$ cat src/rtl/nvdla_rubik_dma_wr_arb_pkg.sv
// Shared constants and types for the RUBIK DMA write-request arbiter.
package nvdla_rubik_dma_wr_arb_pkg;

    localparam int ARB_PD_W     = 515;
    localparam int ARB_SIZE_LSB = 64;
    localparam int ARB_SIZE_W   = 13;
    localparam int ARB_MASK_LSB = 512;

    localparam logic PKT_CMD  = 1'b0;
    localparam logic PKT_DATA = 1'b1;

    typedef enum logic {
        ST_IDLE = 1'b0,
        ST_DATA = 1'b1
    } arb_state_e;

    // Number of 256-bit halves carried by a data beat.
    function automatic logic [1:0] half_cnt(input logic [1:0] mask);
        half_cnt = {1'b0, mask[0]} + {1'b0, mask[1]};
    endfunction

endpackage

$ cat src/rtl/nvdla_rubik_wr_arb_rr.sv
// Two-way round-robin picker: rr_ptr breaks ties, a lone eligible requester always wins.
module nvdla_rubik_wr_arb_rr (
    input  logic [1:0] elig,
    input  logic       rr_ptr,
    output logic       gnt_vld,
    output logic       gnt_idx
);

    // Pick a winner among the eligible requesters.
    always_comb begin
        gnt_vld = |elig;
        gnt_idx = 1'b0;
        case (elig)
            2'b01:   gnt_idx = 1'b0;
            2'b10:   gnt_idx = 1'b1;
            2'b11:   gnt_idx = rr_ptr;
            default: gnt_idx = 1'b0;
        endcase
    end

endmodule

$ cat src/rtl/nvdla_rubik_dma_wr_arb.sv
// Packet-atomic two-requester arbiter for the RUBIK DMA write-request port.
// Optional per-requester stall counters enabled by RUBIK_WR_ARB_PERF_CNT_EN.
module nvdla_rubik_dma_wr_arb
    import nvdla_rubik_dma_wr_arb_pkg::*;
#(
    parameter int PD_W     = ARB_PD_W,
    parameter int SIZE_LSB = ARB_SIZE_LSB,
    parameter int SIZE_W   = ARB_SIZE_W,
    parameter int MASK_LSB = ARB_MASK_LSB
) (
    input  logic            nvdla_core_clk,
    input  logic            nvdla_core_rstn,
    input  logic            req0_vld,
    output logic            req0_rdy,
    input  logic [PD_W-1:0] req0_pd,
    input  logic            req0_type,
    input  logic            req1_vld,
    output logic            req1_rdy,
    input  logic [PD_W-1:0] req1_pd,
    input  logic            req1_type,
    output logic            dma_wr_req_vld,
    input  logic            dma_wr_req_rdy,
    output logic [PD_W-1:0] dma_wr_req_pd,
    output logic            dma_wr_req_type,
    output logic            arb_owner,
    output logic            arb_busy,
    input  logic            err_clr,
    output logic            arb_err,
    output logic [31:0]     req0_stall_cnt,
    output logic [31:0]     req1_stall_cnt
);

    localparam logic [SIZE_W:0] REMAIN_ONE = {{SIZE_W{1'b0}}, 1'b1};

    arb_state_e        state_r;
    logic              rr_ptr_r;
    logic              owner_r;
    logic              type_r;
    logic              hold_vld_r;
    logic              hold_idx_r;
    logic              arb_err_r;
    logic [SIZE_W:0]   remain_r;

    logic [1:0]        elig_s;
    logic              gnt_vld_s;
    logic              gnt_idx_s;
    logic              sel_idx_s;
    logic              sel_vld_s;
    logic              cand_vld_s;
    logic              cand_type_s;
    logic [PD_W-1:0]   cand_pd_s;
    logic [1:0]        pcnt_s;
    logic              accept_s;
    logic              done_s;
    logic              err_evt_s;

    // Only command packets may compete for the port while idle.
    always_comb begin
        elig_s    = 2'b00;
        elig_s[0] = req0_vld & (req0_pd[PD_W-1] == PKT_CMD);
        elig_s[1] = req1_vld & (req1_pd[PD_W-1] == PKT_CMD);
    end

    nvdla_rubik_wr_arb_rr u_rr (
        .elig    (elig_s),
        .rr_ptr  (rr_ptr_r),
        .gnt_vld (gnt_vld_s),
        .gnt_idx (gnt_idx_s)
    );

    // A stalled idle grant keeps its winner until it is accepted or withdrawn.
    always_comb begin
        sel_idx_s = owner_r;
        if (state_r == ST_IDLE) begin
            if (hold_vld_r && elig_s[hold_idx_r]) begin
                sel_idx_s = hold_idx_r;
            end else begin
                sel_idx_s = gnt_idx_s;
            end
        end else begin
            sel_idx_s = owner_r;
        end
        cand_vld_s  = sel_idx_s ? req1_vld  : req0_vld;
        cand_pd_s   = sel_idx_s ? req1_pd   : req0_pd;
        cand_type_s = sel_idx_s ? req1_type : req0_type;
        pcnt_s      = half_cnt(cand_pd_s[MASK_LSB +: 2]);
        sel_vld_s   = 1'b0;
        err_evt_s   = 1'b0;
        case (state_r)
            ST_IDLE: begin
                sel_vld_s = gnt_vld_s;
                err_evt_s = (req0_vld & (req0_pd[PD_W-1] == PKT_DATA)) |
                            (req1_vld & (req1_pd[PD_W-1] == PKT_DATA));
            end
            ST_DATA: begin
                sel_vld_s = cand_vld_s & (cand_pd_s[PD_W-1] == PKT_DATA);
                err_evt_s = (cand_vld_s & (cand_pd_s[PD_W-1] == PKT_CMD)) |
                            (sel_vld_s & dma_wr_req_rdy & (pcnt_s == 2'd0));
            end
            default: begin
                sel_vld_s = 1'b0;
                err_evt_s = 1'b0;
            end
        endcase
    end

    assign accept_s = sel_vld_s & dma_wr_req_rdy;
    assign done_s   = ({{(SIZE_W-1){1'b0}}, pcnt_s} >= remain_r);

    // Packet lock, remaining-halves tracking and sticky error.
    always_ff @(posedge nvdla_core_clk or negedge nvdla_core_rstn) begin
        if (!nvdla_core_rstn) begin
            state_r    <= ST_IDLE;
            rr_ptr_r   <= 1'b0;
            owner_r    <= 1'b0;
            type_r     <= 1'b0;
            hold_vld_r <= 1'b0;
            hold_idx_r <= 1'b0;
            arb_err_r  <= 1'b0;
            remain_r   <= '0;
        end else begin
            arb_err_r <= err_evt_s | (arb_err_r & ~err_clr);
            case (state_r)
                ST_IDLE: begin
                    if (accept_s) begin
                        owner_r    <= sel_idx_s;
                        type_r     <= cand_type_s;
                        remain_r   <= {1'b0, cand_pd_s[SIZE_LSB +: SIZE_W]} + REMAIN_ONE;
                        state_r    <= ST_DATA;
                        hold_vld_r <= 1'b0;
                    end else begin
                        hold_vld_r <= sel_vld_s;
                        hold_idx_r <= sel_idx_s;
                    end
                end
                ST_DATA: begin
                    hold_vld_r <= 1'b0;
                    if (accept_s) begin
                        if (done_s) begin
                            state_r  <= ST_IDLE;
                            remain_r <= '0;
                            rr_ptr_r <= ~owner_r;
                        end else begin
                            remain_r <= remain_r - {{(SIZE_W-1){1'b0}}, pcnt_s};
                        end
                    end
                end
                default: begin
                    state_r <= ST_IDLE;
                end
            endcase
        end
    end

    assign dma_wr_req_vld  = sel_vld_s;
    assign dma_wr_req_pd   = sel_vld_s ? cand_pd_s : '0;
    assign dma_wr_req_type = (state_r == ST_DATA) ? type_r : (sel_vld_s & cand_type_s);
    assign req0_rdy        = accept_s & ~sel_idx_s;
    assign req1_rdy        = accept_s &  sel_idx_s;
    assign arb_owner       = ((state_r == ST_IDLE) && sel_vld_s) ? sel_idx_s : owner_r;
    assign arb_busy        = (state_r == ST_DATA);
    assign arb_err         = arb_err_r;

`ifdef RUBIK_WR_ARB_PERF_CNT_EN
    logic [31:0] stall0_r;
    logic [31:0] stall1_r;

    // Saturating stall counters, cleared together with the sticky error.
    always_ff @(posedge nvdla_core_clk or negedge nvdla_core_rstn) begin
        if (!nvdla_core_rstn) begin
            stall0_r <= 32'h0;
            stall1_r <= 32'h0;
        end else if (err_clr) begin
            stall0_r <= 32'h0;
            stall1_r <= 32'h0;
        end else begin
            if (req0_vld && !req0_rdy && (stall0_r != 32'hFFFF_FFFF)) begin
                stall0_r <= stall0_r + 32'h1;
            end else begin
                stall0_r <= stall0_r;
            end
            if (req1_vld && !req1_rdy && (stall1_r != 32'hFFFF_FFFF)) begin
                stall1_r <= stall1_r + 32'h1;
            end else begin
                stall1_r <= stall1_r;
            end
        end
    end

    assign req0_stall_cnt = stall0_r;
    assign req1_stall_cnt = stall1_r;
`else
    assign req0_stall_cnt = 32'h0;
    assign req1_stall_cnt = 32'h0;
`endif

endmodule

$ cat config.mk
export PLATFORM = sky130hd
export DESIGN_NAME = nvdla_rubik_dma_wr_arb
export DESIGN_NICKNAME = d
export VERILOG_FILES = /design/src/rtl/nvdla_rubik_dma_wr_arb_pkg.sv /design/src/rtl/nvdla_rubik_wr_arb_rr.sv /design/src/rtl/nvdla_rubik_dma_wr_arb.sv
export SDC_FILE = /design/constraint.sdc
export NUM_CORES = 1
export LEC_CHECK = 0
export CAP_MARGIN = 0
export CELL_PAD_IN_SITES_DETAIL_PLACEMENT = 1
export CELL_PAD_IN_SITES_GLOBAL_PLACEMENT = 2
export CORE_AREA = 2 2 641 643
export CTS_BUF_LIST = sky130_fd_sc_hd__clkbuf_4 sky130_fd_sc_hd__clkbuf_8
export CTS_CLUSTER_SIZE = 8
export DETAILED_ROUTE_END_ITERATION = 6
export DIE_AREA = 0 0 643 645
export PLACE_DENSITY_LB_ADDON = 0.08
export SETUP_SLACK_MARGIN = 0.1
export SYNTH_ARGS = -nofsm -noshare
export SYNTH_HDL_FRONTEND = slang
export SYNTH_SLANG_ARGS = --single-unit
$ cat constraint.sdc
create_clock -name nvdla_core_clk -period 6.1 [get_ports nvdla_core_clk]
set_clock_uncertainty 0.05 [all_clocks]
set_input_delay 1.22 -clock nvdla_core_clk [delete_from_list [all_inputs] [get_ports nvdla_core_clk]]
set_output_delay 1.22 -clock nvdla_core_clk [all_outputs]
set_load 0.05 [all_outputs]
; Word level (Yosys, flattened, before mapping)
; Cells that the tools add are included.
[word_totals]
rom_bits = 0
mem_count = 0
inputBits = 1038
wordCells = 72
mem_bits_rw = 0
output_inout_bits = 586
reg_bits = 21
latchBits = 0
[op_classes]
mux = 23
add_sub_neg = 3
magnitude_cmp = 2
eq_ne = 4
multipliers = 0
bitwise_logic = 24
n_reduce_logical = 8
n_shift = 0
n_div = 0
[op_table]
columns = cell, count
row1 = $mux W515, 2
row2 = $mux W14, 3
row3 = $pmux W14 S2, 1
row4 = $add A13 B1 Y14 const B, 1
row5 = $ge A2 B14 Y1, 1
row6 = $sub A14 B2 Y14, 1
row7 = $and A1 B1 Y1, 13
row8 = $mux W1, 12
row9 = $pmux W1 S2, 5
row10 = $not A1 Y1, 8
row11 = $reduce_and A2 Y1, 3
row12 = $eq A2 B2 Y1 const B, 2
row13 = $or A1 B1 Y1, 3
row14 = $reduce_and A3 Y1, 1
row15 = $add A1 B1 Y2, 1
row16 = $logic_and A1 B1 Y1, 2
row17 = $logic_not A2 Y1, 1
row18 = $lt A1 B2 Y1 const B, 1
row19 = $ne A2 B1 Y1 const B, 1
row20 = $ne A2 B2 Y1 const B, 1
row21 = $reduce_or A2 Y1, 1

; Logic depth before layout (Yosys ltp)
; Gate-level depths: netlist (run 1).
[depth]
ltp_word = 14
ltp_mapped = 17
depth_no_buf = 13

; Hierarchy
; From an unflattened synthesis (run 1), not the netlist that was laid out.
[hier_totals]
hier_cells = 2037
hier_area_um2 = 9582.9
[modules_own_cells]
columns = module, cells_per_inst, area_per_inst_um2, instances, seq_area_each_um2
row1 = nvdla_rubik_dma_wr_arb, 2034, 9565.4, 1, 525.5
row2 = nvdla_rubik_wr_arb_rr, 3, 17.5, 1, 0.0

; Least setup slack after synthesis (run 1)
; OpenSTA, ideal clock, no wires.
[synth_path]
kind = input to register
startpoint = in req1_pd[514]
endpoint = reg remain_r[8]
required_ns = 5.902
path_buffers = 2
path_stages = 15
setup_ns = 0.148
slack_ns = 1.398
arrival_time_ns = 4.504
cell_sequence = nand2b_1 a221oi_4 buf_6 mux2i_1 inv_1 ha_1 ha_1 inv_1 fa_1 a21boi_0 o41ai_4 buf_4 nor2_1 nor3_1 o32ai_1
[synth_between]
elab_chain_len = 13
elab_cells_between_ends = 27
classes_between = add/sub (3) / order compare (1) / eq/ne (4) / mux (12) / bitwise (4) / reduce/logical (3)
[synth_lines]
columns = item, line_no
row1 = start: declaration, nvdla_rubik_dma_wr_arb.sv:19  ; input logic [PD_W-1:0] req1_pd,
row2 = "parallel branches: the longest is 13 deep, another holds $sub A14 B2 Y14", --
row3 = end signal: assignment, nvdla_rubik_dma_wr_arb.sv:128  ; remain_r <= {1'b0, cand_pd_s[SIZE_LSB +: SIZE_W]} + REMAIN_ONE;
row4 = end signal: assignment, nvdla_rubik_dma_wr_arb.sv:144  ; remain_r <= remain_r - {{(SIZE_W-1){1'b0}}, pcnt_s};
row5 = end: declaration, nvdla_rubik_dma_wr_arb.sv:42  ; logic [SIZE_W:0] remain_r;
; Several ways; the timed one is not identified. The select of a mux whose other input is x is not followed.
; A chain may end at the register's enable or synchronous reset.

; Worst setup path in the final report (run 1)
[layout_path]
startpoint = in req1_vld
endpoint = out dma_wr_req_pd[416]
[layout_between]
elab_chain_len = 10
elab_cells_between_ends = 15
classes_between = eq/ne (2) / mux (9) / bitwise (2) / reduce/logical (2)
[layout_lines]
columns = item, line_no
row1 = start: declaration, nvdla_rubik_dma_wr_arb.sv:17  ; input logic req1_vld,
row2 = "parallel branches: the longest is 9 deep, another holds $eq A2 B2 Y1", --
row3 = $mux W515 *, nvdla_rubik_dma_wr_arb.sv:156  ; assign dma_wr_req_pd = sel_vld_s ? cand_pd_s : '0;
row4 = end: declaration, nvdla_rubik_dma_wr_arb.sv:23  ; output logic [PD_W-1:0] dma_wr_req_pd,
; Every way passes the cells marked *. The select of a mux whose other input is x is not followed.

==> results_tabular.tex, run 1 <==
\begin{tabular}{lr}
\hline
Metric & Value \\
\hline
\multicolumn{2}{l}{\textbf{CTS}} \\
\quad TritonCTS clock tree & done \\
\quad H-tree levels & 1 \\
\quad Latest clock arrival within the worst-skew pair & 280 ps \\
\quad Buffer depth of the longest clock path & 2 \\
\quad Clock net sink count & 21 \\
\quad Clk root buf & clkbuf\_8 \\
\quad Number of buffers inserted to repair setup after CTS & 0 \\
\quad Post-cts resize count & 0 \\
\quad Clock-pin transition on the worst setup and hold timing paths & 90 ps \\
\quad Total clock buffers created by CTS & 3 \\
\quad Hold bufs inserted after CTS & 0 \\
\multicolumn{2}{l}{\textbf{Critical path}} \\
\quad Arrival @ worst endpoint & 4280 ps \\
\quad Stage delay of the slowest cell on the critical path & 720 ps \\
\quad Start-to-end type of the worst setup path & in -> out \\
\quad Number of buffers and inverters on the critical path & 4 \\
\quad Reg2reg setup slack & 1850 ps \\
\quad Cell type of the slowest stage on the worst timing path & clkdlybuf4s50\_1 \\
\quad Worst R2R Path Depth & 14 \\
\quad List of cells traversed by the critical path & clkdlybuf4s50\_1 > nand2b\_1 > a221oi\_4 > buf\_12 > buf\_4 > nand2\_2 > a21oi\_2 > buf\_12 \\
\quad Req. time, crit path & 4830 ps \\
\quad Family with the most delay on the worst path & buffers and inverters \\
\quad Logic depth of the worst path, buffers included & 8 \\
\quad Top fanout value on the critical path & 36 \\
\quad Most frequent cell on the critical path & buf\_12 \\
\quad Endpoint kind of the worst setup timing path & primary output \\
\quad Category of the worst setup path launch point & input port \\
\multicolumn{2}{l}{\textbf{Place}} \\
\quad DPL Wire Length & 213 mm \\
\quad Port bufs & 1,559 \\
\quad Number of placed instances with taps included & 8,923 \\
\quad Final weighted congestion in routability-driven placement & 0.782 \\
\multicolumn{2}{l}{\textbf{Synthesis}} \\
\quad Largest family of logic cells by synthesized area & simple AND/OR/NAND/NOR gates \\
\quad Share of synthesized registers carrying an async set or reset & 100\% \\
\quad Yosys warnings & 0 \\
\quad Mux contribution to synthesized area & 0.516\% \\
\quad Post-synthesis cell type count & 61 \\
\quad Post-synth design cell area & 0.0136 sq mm \\
\quad Adder and majority cell fraction of the synthesized area & 0.608\% \\
\quad Simple-Gate Fraction of Synth Area & 41.8\% \\
\quad Leading cell types by total area after synthesis & a21oi\_2, nand2\_2, nand2\_1 \\
\quad Number of flip-flops and latches in the synthesized netlist & 21 \\
\quad Post-synth EDFFs & 0 \\
\quad Most area-hungry cell type in the Yosys netlist & a21oi\_2 \\
\quad Prevailing post-synth register cell & dfrtp\_1 \\
\quad Cell count after synthesis & 2,017 \\
\quad Post-synthesis area per instance & 6.73 sq um \\
\quad Part of the Yosys area used for sequential elements & 3.87\% \\
\quad Share of the synthesized area in the top cell type & 32.2\% \\
\quad Xor and xnor area share after synthesis & 1.23\% \\
\quad Synthesized-area fraction occupied by ao, oa, aoi and oai cells & 35.7\% \\
\multicolumn{2}{l}{\textbf{Power and ir drop}} \\
\quad Switching part of the total power & 64.4\% \\
\quad Overall power & 15.8 mW \\
\quad Power density normalized to cell area & 405 mW/mm\^{}2 \\
\quad Proportion of power drawn by flip-flops and latches & 1.7\% \\
\quad Clock group share of total power & 0.7\% \\
\quad Cell Int Power & 5.62 mW \\
\quad Part of the total power dissipated in combinational logic & 97.6\% \\
\quad Peak supply drop & 0.268 mV \\
\quad P\_sw & 10.2 mW \\
\quad Leakage power & 12.7 nW \\
\multicolumn{2}{l}{\textbf{Floorplan}} \\
\quad Vertical die dimension & 645 um \\
\quad Core footprint & 0.408 sq mm \\
\quad Initial core utilization & 3.33\% \\
\quad Die Footprint & 0.415 sq mm \\
\quad Floorplan row count & 235 \\
\quad Die X & 643 um \\
\quad Count of pins on the block boundary & 1,624 \\
\multicolumn{2}{l}{\textbf{Finish}} \\
\quad Net count, final & 4,521 \\
\quad Fraction of layout instances using a drive strength above 1 & 45.2\% \\
\quad Area taken by multi-input logic gates & 0.0111 sq mm \\
\quad Fill count & 48.3k \\
\quad Most common library cell in the layout ignoring fill and taps & clkdlybuf4s50\_1 \\
\quad Filler-free cell count of the finished design & 8,950 \\
\quad Synthesis-to-finish area growth & 188\% \\
\quad Area taken by flip-flops and latches & 526 sq um \\
\quad Most frequent cells in the layout & clkdlybuf4s50\_1, nand2\_1, nand2\_2, a21oi\_2, buf\_12 \\
\multicolumn{2}{l}{\textbf{Timing}} \\
\quad Worst hold slack & 443 ps \\
\quad Final setup fails & 0 \\
\quad Transition time at the pin with the least slew margin & 791 ps \\
\quad Hold Violations, Final & 0 \\
\quad Final Max Tran Viols & 0 \\
\quad Tmin final & 5550 ps \\
\quad Worst-case headroom to the max-slew limit & 47.2\% \\
\quad Final sum of negative setup slack & 0 ps \\
\quad Max Freq & 0.180 GHz \\
\quad Final worst-path cycle share & 90.9\% \\
\quad RSZ-0062 raised after global routing & no \\
\multicolumn{2}{l}{\textbf{Global route}} \\
\quad Number of global-route vias before repair & 22.1k \\
\quad Initial antenna violation count & 221 \\
\quad Pin count of the biggest net entering global routing & 82 \\
\quad First-pass GRT wire length & 287 mm \\
\quad Total routing resource utilization after global routing & 10.8\% \\
\quad Congestion Overflow GR & 0 \\
\multicolumn{2}{l}{\textbf{Drt}} \\
\quad Count of unresolved DRC violations after routing & 0 \\
\quad Initial DRC count & 688 \\
\quad 1st-pass router iterations & 4 \\
\quad Total length of routed wires & 234 mm \\
\quad Vias after detailed routing & 20.5k \\
\quad Antenna-violating nets left & 0 \\
\quad Routed via count divided by cell count & 2.29 \\
\quad Wire length per cell after detailed routing & 26.2 um \\
\multicolumn{2}{l}{\textbf{Run}} \\
\quad Number of max-cap violations & 0 \\
\multicolumn{2}{l}{\textbf{Status}} \\
\quad Run status & finished clean \\
\multicolumn{2}{l}{\textbf{Min path}} \\
\quad Worst Hold Path Cells & 2 \\
\quad Type of the most critical hold path & reg -> reg \\
\hline
\end{tabular}
## Yosys cell counts, types with 2 or more instances
| cell type | instances |
|---|---|
| o211ai_1 | 5 |
| xor2_1 | 7 |
| nand2_2 | 499 |
| or3_1 | 2 |
| o21ai_0 | 10 |
| nand4_1 | 7 |
| o21ai_1 | 8 |
| buf_1 | 17 |
| a21oi_2 | 499 |
| a21oi_1 | 24 |
| clkbuf_1 | 41 |
| or4_1 | 2 |
| buf_12 | 55 |
| nand3_1 | 18 |
| o311ai_1 | 2 |
| and3_1 | 4 |
| nor3_1 | 8 |
| nand2_1 | 547 |
| a22oi_1 | 4 |
| ha_1 | 5 |
| a21boi_0 | 2 |
| mux2i_1 | 7 |
| nor4_1 | 5 |
| nor2_1 | 24 |
| xnor2_1 | 12 |
| buf_6 | 3 |
| inv_1 | 16 |
| dfrtp_1 | 21 |
| nor2b_1 | 4 |
| and4_1 | 4 |
| buf_4 | 65 |
| buf_2 | 60 |
| o22ai_1 | 2 |
## stage by stage
stage	cell area, sq um	util [%]	setup slack (ps)
5_1_grt	39000	9.56	489
3_3_place_gp	39000	9.54	563
3_5_place_dp	39000	9.54	573
6_report	39100	9.57	552
2_1_floorplan	13800	-	1400
4_1_cts	39000	9.56	549
## worst register-to-register path, delay by kind of cell, from the launching register on
family	cells	cell delay [ps]
flops	1	800
fa+ha+maj	3	910
mux	1	400
compound gates	6	1330
buf+inv	4	630
## layer usage
metal / GRT usage [%] / wire, um
met1: 10.9 / 82000
met2: 22.0 / 131000
met3: 3.75 / 18100
met5: 0 / 744
met4: 0.222 / 2010
## power groups by stage
stage / registers (mW) / logic, mW / clock network, mW
floorplan: 0.251 / 8.80 / 0
finish: 0.261 / 15.4 / 0.112
detailed placement: 0.266 / 16.1 / 0
global placement: 0.269 / 16.2 / 0
global route: 0.275 / 16.5 / 0.121
CTS: 0.263 / 16.2 / 0.119
## flip-flops by register name, indices dropped and copies added (netlist names)
name / cells
arb_busy: 1
arb_err: 1
hold_idx_r: 1
hold_vld_r: 1
owner_r: 1
remain_r: 14
rr_ptr_r: 1
type_r: 1
## path summary, 6_finish.rpt
kind	end	start
max	dma_wr_req_pd[416]	req1_vld
min	type_r	type_r
max reg2reg	remain_r[5]	arb_busy
min reg2reg	type_r	type_r
max in group asynchronous	arb_busy	nvdla_core_rstn
min in group asynchronous	remain_r[6]	nvdla_core_rstn
## cells by family (layout without fill, tap and decap cells)
| family | after synthesis | after routing |
|---|---|---|
| AO/OA/AOI/OAI | 571 | 571 |
| AND/OR/NAND/NOR | 1134 | 1134 |
| other | 1 | 87 |
| buffers and inverters | 258 | 1654 |
| XOR/XNOR | 19 | 19 |
| multiplexers | 7 | 7 |
| adder cells (fa/ha/maj) | 6 | 6 |
| flip-flops | 21 | 21 |
## final cells by class
cell class	count	share of cell area (%)
clock buffers	4	0.125
inverters	17	0.170
flip-flops and latches	21	1.35
diodes	23	0.147
multi-input cells	1801	28.4
well taps	5451	17.5
repair buffers	1633	52.3
Note: power is estimated with default switching activity, not from simulation.
==> run 2: changes to the inputs <==
--- a/config.mk
+++ b/config.mk
@@ -8,11 +8,11 @@
 export CAP_MARGIN = 0
 export CELL_PAD_IN_SITES_DETAIL_PLACEMENT = 1
 export CELL_PAD_IN_SITES_GLOBAL_PLACEMENT = 2
-export CORE_AREA = 2 2 641 643
+export CORE_AREA = 2 2 631 633
 export CTS_BUF_LIST = sky130_fd_sc_hd__clkbuf_4 sky130_fd_sc_hd__clkbuf_8
 export CTS_CLUSTER_SIZE = 8
 export DETAILED_ROUTE_END_ITERATION = 6
-export DIE_AREA = 0 0 643 645
+export DIE_AREA = 0 0 633 635
 export PLACE_DENSITY_LB_ADDON = 0.08
 export SETUP_SLACK_MARGIN = 0.1
 export SYNTH_ARGS = -nofsm -noshare
==> constraint.sdc (replaced) <==
create_clock -name nvdla_core_clk -period 4.7 [get_ports nvdla_core_clk]
set_clock_uncertainty 0.05 [all_clocks]
set_input_delay 0.94 -clock nvdla_core_clk [delete_from_list [all_inputs] [get_ports nvdla_core_clk]]
set_output_delay 0.94 -clock nvdla_core_clk [all_outputs]
set_load 0.05 [all_outputs]
==> results_tabular.tex, run 2 (same netlist as run 1, synthesis figures left out) <==
\begin{tabular}{lr}
\hline
Metric & Value \\
\hline
\multicolumn{2}{l}{\textbf{Place}} \\
\quad Port bufs & 1,559 (unchanged) \\
\quad Final weighted congestion in routability-driven placement & 0.748 (-4.3\%) \\
\quad DPL Wire Length & 213 mm (about the same) \\
\quad Placement Cell Area & 0.0409 sq mm (+4.9\%) \\
\quad Number of placed instances with taps included & 8,842 (-0.91\%) \\
\multicolumn{2}{l}{\textbf{Critical path}} \\
\quad Top fanout value on the critical path & 24 (-33\%) \\
\quad Arrival @ worst endpoint & 3460 ps (-820 ps) \\
\quad Reg2reg setup slack & 990 ps (-860 ps) \\
\quad Category of the worst setup path launch point & input port \\
\quad Endpoint kind of the worst setup timing path & primary output \\
\quad Start-to-end type of the worst setup path & in -> out \\
\quad Req. time, crit path & 3710 ps (-1120 ps) \\
\multicolumn{2}{l}{\textbf{CTS}} \\
\quad Total clock buffers created by CTS & 3 (unchanged) \\
\quad Hold bufs inserted after CTS & 0 (unchanged) \\
\quad H-tree levels & 1 (unchanged) \\
\quad Buffer depth of the longest clock path & 2 (unchanged) \\
\quad Clk root buf & clkbuf\_8 \\
\quad Clock net sink count & 21 (unchanged) \\
\quad TritonCTS clock tree & done \\
\quad Clock-pin transition on the worst setup and hold timing paths & 90 ps (about the same) \\
\quad Latest clock arrival within the worst-skew pair & 290 ps (about the same) \\
\multicolumn{2}{l}{\textbf{Finish}} \\
\quad Fill count & 46.5k (-3.6\%) \\
\quad Filler-free cell count of the finished design & 8,912 (-0.42\%) \\
\quad Synthesis-to-finish area growth & 206\% \\
\quad Cell area after layout & 0.0415 sq mm (+6.3\%) \\
\quad Net count, final & 4,669 (+3.3\%) \\
\quad Top reg by flops & remain\_r \\
\quad Most frequent cells in the layout & clkdlybuf4s50\_1, nand2\_1, buf\_12, nand2\_2, a21oi\_2 \\
\quad Area taken by flip-flops and latches & 526 sq um (unchanged) \\
\quad Flip-flop count of the largest register, all copies and words added & 14 (unchanged) \\
\quad Area taken by multi-input logic gates & 0.0112 sq mm (+0.47\%) \\
\quad Most common library cell in the layout ignoring fill and taps & clkdlybuf4s50\_1 \\
\quad Fraction of layout instances using a drive strength above 1 & 48.5\% (+3.3 points) \\
\multicolumn{2}{l}{\textbf{Drt}} \\
\quad Total length of routed wires & 237 mm (+1.3\%) \\
\quad Routed via count divided by cell count & 2.34 (+1.8\%) \\
\quad Count of unresolved DRC violations after routing & 0 (unchanged) \\
\quad Initial DRC count & 604 (-12\%) \\
\quad Vias after detailed routing & 20.8k (+1.4\%) \\
\quad Antenna-violating nets left & 0 (unchanged) \\
\quad 1st-pass router iterations & 4 (unchanged) \\
\quad Wire length per cell after detailed routing & 26.6 um (+1.8\%) \\
\multicolumn{2}{l}{\textbf{Global route}} \\
\quad Initial antenna violation count & 209 (-5.4\%) \\
\quad Pin count of the biggest net entering global routing & 68 (-17\%) \\
\quad Number of global-route vias before repair & 22.4k (+1.3\%) \\
\quad Total routing resource utilization after global routing & 11.2\% (+0.46 points) \\
\quad First-pass GRT wire length & 289 mm (+0.73\%) \\
\quad Congestion Overflow GR & 0 (unchanged) \\
\multicolumn{2}{l}{\textbf{Timing}} \\
\quad Final worst-path cycle share & 94.6\% \\
\quad Tmin final & 4450 ps \\
\quad Transition time at the pin with the least slew margin & 711 ps (-80.1 ps) \\
\quad RSZ-0062 raised after global routing & yes \\
\quad Worst-case headroom to the max-slew limit & 52.4\% (+5.2 points) \\
\quad Hold Violations, Final & 0 (unchanged) \\
\quad Max Freq & 0.225 GHz \\
\quad Final setup fails & 0 (unchanged) \\
\quad Final Max Tran Viols & 0 (unchanged) \\
\multicolumn{2}{l}{\textbf{Floorplan}} \\
\quad Floorplan row count & 231 (-1.7\%) \\
\quad Initial core utilization & 3.44\% (+0.11 points) \\
\quad Count of pins on the block boundary & 1,624 (unchanged) \\
\quad Vertical die dimension & 635 um (-1.6\%) \\
\quad Core footprint & 0.395 sq mm (-3.3\%) \\
\quad Die X & 633 um (-1.6\%) \\
\quad Die Footprint & 0.402 sq mm (-3.1\%) \\
\multicolumn{2}{l}{\textbf{Status}} \\
\quad Run status & finished clean \\
\multicolumn{2}{l}{\textbf{Run}} \\
\quad Number of max-cap violations & 0 (unchanged) \\
\multicolumn{2}{l}{\textbf{Power and ir drop}} \\
\quad Power density normalized to cell area & 539 mW/mm\^{}2 (+33\%) \\
\quad Peak supply drop & 0.310 mV (+16\%) \\
\quad Leakage power & 14.0 nW (+10\%) \\
\multicolumn{2}{l}{\textbf{Min path}} \\
\quad Type of the most critical hold path & reg -> reg \\
\hline
\end{tabular}
==> run 2: changes by cell type in the layout (fill, tap and decap cells not counted), sizes merged <==
| cell | before | now |
|---|---|---|
| buf | 558 | 735 |
| clkdlybuf4s50 | 1075 | 1038 |
| diode | 23 | 46 |
| clkbuf | 4 | 8 |
| bufbuf | 0 | 3 |
| dlymetal6s2s | 0 | 1 |
==> run 2: what timing repair did <==
| item | in CTS | in global routing |
|---|---|---|
| endpoints found under the hold margin | 0 | 0 |
| cloned | 3 | 4 |
| gates resized for setup | 24 | 17 |
| setup buffers | 6 | 7 |
| endpoints found under the setup margin | 251 | 155 |
| pin swaps | 0 | 3 |
==> run 2: layer usage <==
metal / vias to the layer above / wire (um) / global-route usage [%]
met5: - / 904 / 0
met4: 138 / 4060 / 1.28
met3: 323 / 22700 / 4.66
met2: 985 / 128000 / 21.9
met1: 9652 / 82000 / 11.3
li1: 9724 / - / -
==> run 2: power by group <==
| part | total [mW] | switching [mW] | internal, mW | leakage [nW] |
|---|---|---|---|---|
| sequential | 0.339 | 0.0859 | 0.253 | 0.258 |
| combinational | 21.9 | 13.4 | 8.44 | 13.7 |
| clock | 0.151 | 0.0839 | 0.0670 | 0.0265 |
==> run 2: cell type report <==
cell class	instances	area share [%]
Antenna cell	46	0.277
Timing Repair Buffer	1781	55.5
Tap cell	5242	15.8
Clock buffer	4	0.118
Multi-Input combinational cell	1801	26.9
Inverter	17	0.160
Sequential cell	21	1.27
==> run 2: metrics by stage <==
stage	power (mW)	utilization, %	setup TNS (ps)	setup WS, ps	hold WS, ps
after global placement	22.6	10.3	-7210	-246	449
after global routing	23.9	10.5	0	87.8	531
final	22.4	10.5	0	254	471
after detailed placement	22.5	10.4	-6930	-227	453
after CTS	23.1	10.4	0	49.3	479
after floorplan	11.7	-	0	278	400
==> run 2: final timing paths <==
kind,startpoint,to,cells past startpoint
worst max-delay path,req1_vld,dma_wr_req_pd[393],10
worst min-delay path,hold_idx_r,hold_idx_r,2
worst max register to register,owner_r,remain_r[12],15
worst min register to register,hold_idx_r,hold_idx_r,2
max in group asynchronous,nvdla_core_rstn,remain_r[1],2
min in group asynchronous,nvdla_core_rstn,type_r,2
==> run 2: worst max-delay path, stage by stage <==
cell,delay (ps)
clkdlybuf4s50_1,530
buf_4,210
nor2b_1,320
o21a_1,260
nor2_4,90
buf_12,170
buf_16,190
buf_16,240
a21oi_2,220
buf_12,170
==> run 3: changes to the inputs <==
--- a/config.mk
+++ b/config.mk
@@ -10,10 +10,11 @@
 export CELL_PAD_IN_SITES_GLOBAL_PLACEMENT = 2
 export CORE_AREA = 2 2 631 633
 export CTS_BUF_LIST = sky130_fd_sc_hd__clkbuf_4 sky130_fd_sc_hd__clkbuf_8
-export CTS_CLUSTER_SIZE = 8
+export CTS_CLUSTER_SIZE = 30
 export DETAILED_ROUTE_END_ITERATION = 6
 export DIE_AREA = 0 0 633 635
 export PLACE_DENSITY_LB_ADDON = 0.08
+export RECOVER_POWER = 100
 export SETUP_SLACK_MARGIN = 0.1
 export SYNTH_ARGS = -nofsm -noshare
 export SYNTH_HDL_FRONTEND = slang
==> results_tabular.tex, run 3 (same netlist as run 1, synthesis figures left out) <==
\begin{tabular}{lr}
\hline
Metric & Value \\
\hline
\multicolumn{2}{l}{\textbf{Finish}} \\
\quad Cell area after layout & 0.0392 sq mm (-5.7\%) \\
\quad Net count, final & 4,669 (unchanged) \\
\quad Most common library cell in the layout ignoring fill and taps & clkdlybuf4s50\_1 \\
\quad Synthesis-to-finish area growth & 188\% \\
\quad Util after Layout & 9.92\% (-0.60 points) \\
\quad Most frequent cells in the layout & clkdlybuf4s50\_1, nand2\_1, nand2\_2, buf\_12, a21oi\_1 \\
\quad Filler-free cell count of the finished design & 8,912 (unchanged) \\
\quad Top reg by flops & remain\_r \\
\quad Flip-flop count of the largest register, all copies and words added & 14 (unchanged) \\
\quad Fraction of layout instances using a drive strength above 1 & 41.3\% (-7.2 points) \\
\multicolumn{2}{l}{\textbf{Timing}} \\
\quad Final sum of negative setup slack & 0 ps (unchanged) \\
\quad RSZ-0062 raised after global routing & yes \\
\quad Tmin final & 4520 ps (+78.6 ps) \\
\quad Worst setup margin & 175 ps (-78.6 ps) \\
\quad Final worst-path cycle share & 96.3\% (+1.7 points) \\
\quad Hold Violations, Final & 0 (unchanged) \\
\quad Final Max Tran Viols & 22 (+22) \\
\quad Max Freq & 0.221 GHz (-1.7\%) \\
\quad Transition time at the pin with the least slew margin & 1650 ps (+941 ps) \\
\quad Worst-case headroom to the max-slew limit & -10.1\% (-63 points) \\
\quad Final setup fails & 0 (unchanged) \\
\multicolumn{2}{l}{\textbf{CTS}} \\
\quad Clk root buf & clkbuf\_8 \\
\quad Clock net sink count & 21 (unchanged) \\
\quad Clock-pin transition on the worst setup and hold timing paths & 90 ps (about the same) \\
\quad H-tree levels & 1 (unchanged) \\
\quad Buffer depth of the longest clock path & 2 (unchanged) \\
\quad Latest clock arrival within the worst-skew pair & 290 ps (about the same) \\
\quad Hold bufs inserted after CTS & 0 (unchanged) \\
\quad TritonCTS clock tree & done \\
\quad Total clock buffers created by CTS & 3 (unchanged) \\
\multicolumn{2}{l}{\textbf{Place}} \\
\quad DP Worst Slack & -227 ps (unchanged) \\
\quad Port bufs & 1,559 (unchanged) \\
\quad Final weighted congestion in routability-driven placement & 0.748 (unchanged) \\
\quad DPL Wire Length & 213 mm (unchanged) \\
\quad Placement Cell Area & 0.0409 sq mm (unchanged) \\
\quad Number of placed instances with taps included & 8,842 (unchanged) \\
\multicolumn{2}{l}{\textbf{Critical path}} \\
\quad Top fanout value on the critical path & 21 (-13\%) \\
\quad Number of buffers and inverters on the critical path & 7 (+1) \\
\quad Req. time, crit path & 3710 ps (about the same) \\
\quad Start-to-end type of the worst setup path & in -> out \\
\quad Family with the most delay on the worst path & buffers and inverters \\
\quad Category of the worst setup path launch point & input port \\
\quad List of cells traversed by the critical path & clkdlybuf4s50\_1 > nand2b\_4 > buf\_12 > a221oi\_4 > buf\_6 > buf\_16 > buf\_6 > nand2\_2 > buf\_4 > a21oi\_2 > buf\_12 \\
\quad Stage delay of the slowest cell on the critical path & 530 ps (about the same) \\
\quad Endpoint kind of the worst setup timing path & primary output \\
\quad Cell type of the slowest stage on the worst timing path & clkdlybuf4s50\_1 \\
\quad Arrival @ worst endpoint & 3530 ps (+70 ps) \\
\multicolumn{2}{l}{\textbf{Global route}} \\
\quad Initial antenna violation count & 212 (+1.4\%) \\
\quad Congestion Overflow GR & 0 (unchanged) \\
\quad Pin count of the biggest net entering global routing & 68 (unchanged) \\
\quad Number of global-route vias before repair & 22.4k (unchanged) \\
\quad First-pass GRT wire length & 289 mm (unchanged) \\
\quad Total routing resource utilization after global routing & 11.2\% (unchanged) \\
\multicolumn{2}{l}{\textbf{Floorplan}} \\
\quad Floorplan row count & 231 (unchanged) \\
\quad Die Footprint & 0.402 sq mm (unchanged) \\
\quad Core footprint & 0.395 sq mm (unchanged) \\
\quad Vertical die dimension & 635 um (unchanged) \\
\quad Initial core utilization & 3.44\% (unchanged) \\
\quad Count of pins on the block boundary & 1,624 (unchanged) \\
\quad Die X & 633 um (unchanged) \\
\multicolumn{2}{l}{\textbf{Power and ir drop}} \\
\quad Peak supply drop & 0.307 mV (-1.1\%) \\
\quad Power density normalized to cell area & 534 mW/mm\^{}2 (-0.78\%) \\
\quad Leakage power & 13.5 nW (-3.0\%) \\
\multicolumn{2}{l}{\textbf{Drt}} \\
\quad Vias after detailed routing & 20.8k (+0.12\%) \\
\quad Wire length per cell after detailed routing & 26.7 um (+0.14\%) \\
\quad Initial DRC count & 597 (-1.2\%) \\
\quad Count of unresolved DRC violations after routing & 0 (unchanged) \\
\quad Routed via count divided by cell count & 2.34 (+0.12\%) \\
\quad 1st-pass router iterations & 4 (unchanged) \\
\quad Total length of routed wires & 238 mm (+0.14\%) \\
\quad Antenna-violating nets left & 0 (unchanged) \\
\multicolumn{2}{l}{\textbf{Run}} \\
\quad Number of max-cap violations & 1 (+1) \\
\multicolumn{2}{l}{\textbf{Status}} \\
\quad Run status & complete, but fails checks \\
\quad Violated checks & capacitance limit, slew limit \\
\multicolumn{2}{l}{\textbf{Min path}} \\
\quad Type of the most critical hold path & reg -> reg \\
\hline
\end{tabular}
-- run 3: cell types whose count changed in the layout (fill, tap and decap cells not counted), sizes merged --
| cell | before | now |
|---|---|---|
| clkdlybuf4s50 | 1038 | 1035 |
| dlymetal6s2s | 1 | 2 |
| bufbuf | 3 | 1 |
| buf | 735 | 629 |
| clkbuf | 8 | 115 |
| dlygate4sd3 | 0 | 3 |
-- run 3: worst paths after layout --
| kind | start | cells after the start | slack [ps] | endpoint |
|---|---|---|---|---|
| max in group asynchronous | nvdla_core_rstn | 2 | 2090 | remain_r[1] |
| max reg2reg | owner_r | 15 | 970 | remain_r[12] |
| min in group asynchronous | nvdla_core_rstn | 2 | 1530 | type_r |
| max | req1_vld | 11 | 180 | dma_wr_req_pd[133] |
| min reg2reg | hold_idx_r | 2 | 470 | hold_idx_r |
| min | hold_idx_r | 2 | 470 | hold_idx_r |
-- run 3: metrics by stage --
step	total power, mW	hold slack [ps]
global route	22.4	531
global placement	22.6	449
floorplan	11.7	400
detailed placement	22.5	453
finish	20.9	473
CTS	23.1	479
-- run 3: layout make-up --
cell class                 count  area [sq um]
fill                       46800        356000
timing repair buffer        1781         21600
multi-input combinational   1801         10200
tap                         5242          6560
sequential                    21           526
antenna                       46           115
inverter                      17          66.3
clock buffer                   4          48.8
-- run 3: timing repair --
| item | CTS | global route |
|---|---|---|
| setup buffers | 6 | 7 |
| pin swaps | 0 | 3 |
| setup endpoints to repair | 251 | 155 |
| cloned | 3 | 4 |
| gates resized for setup | 24 | 17 |
-- run 3: per-layer routing --
metal | wire [um] | global-route usage, %
met1 | 81600 | 11.3
met2 | 129000 | 21.9
met3 | 22800 | 4.66
met4 | 3960 | 1.28
met5 | 918 | 0
-- run 3: power breakdown --
| part | switching, mW | total, mW | internal, mW |
|---|---|---|---|
| registers | 0.0830 | 0.336 | 0.253 |
| clock network | 0.0828 | 0.150 | 0.0669 |
| logic | 12.9 | 20.4 | 7.50 |
| total | 13.1 | 20.9 | 7.81 |
-- run 3: worst reg2reg max path, cell delays in order (launching register included) --
cell	delay (ps)
dfrtp_1	480
and2b_1	280
a221o_4	360
mux2i_2	200
inv_1	70
ha_1	280
ha_1	180
inv_1	70
fa_1	400
a21boi_0	190
o41ai_4	410
nor3_2	70
buf_4	160
clkbuf_1	130
a32oi_1	200
nand3_1	100
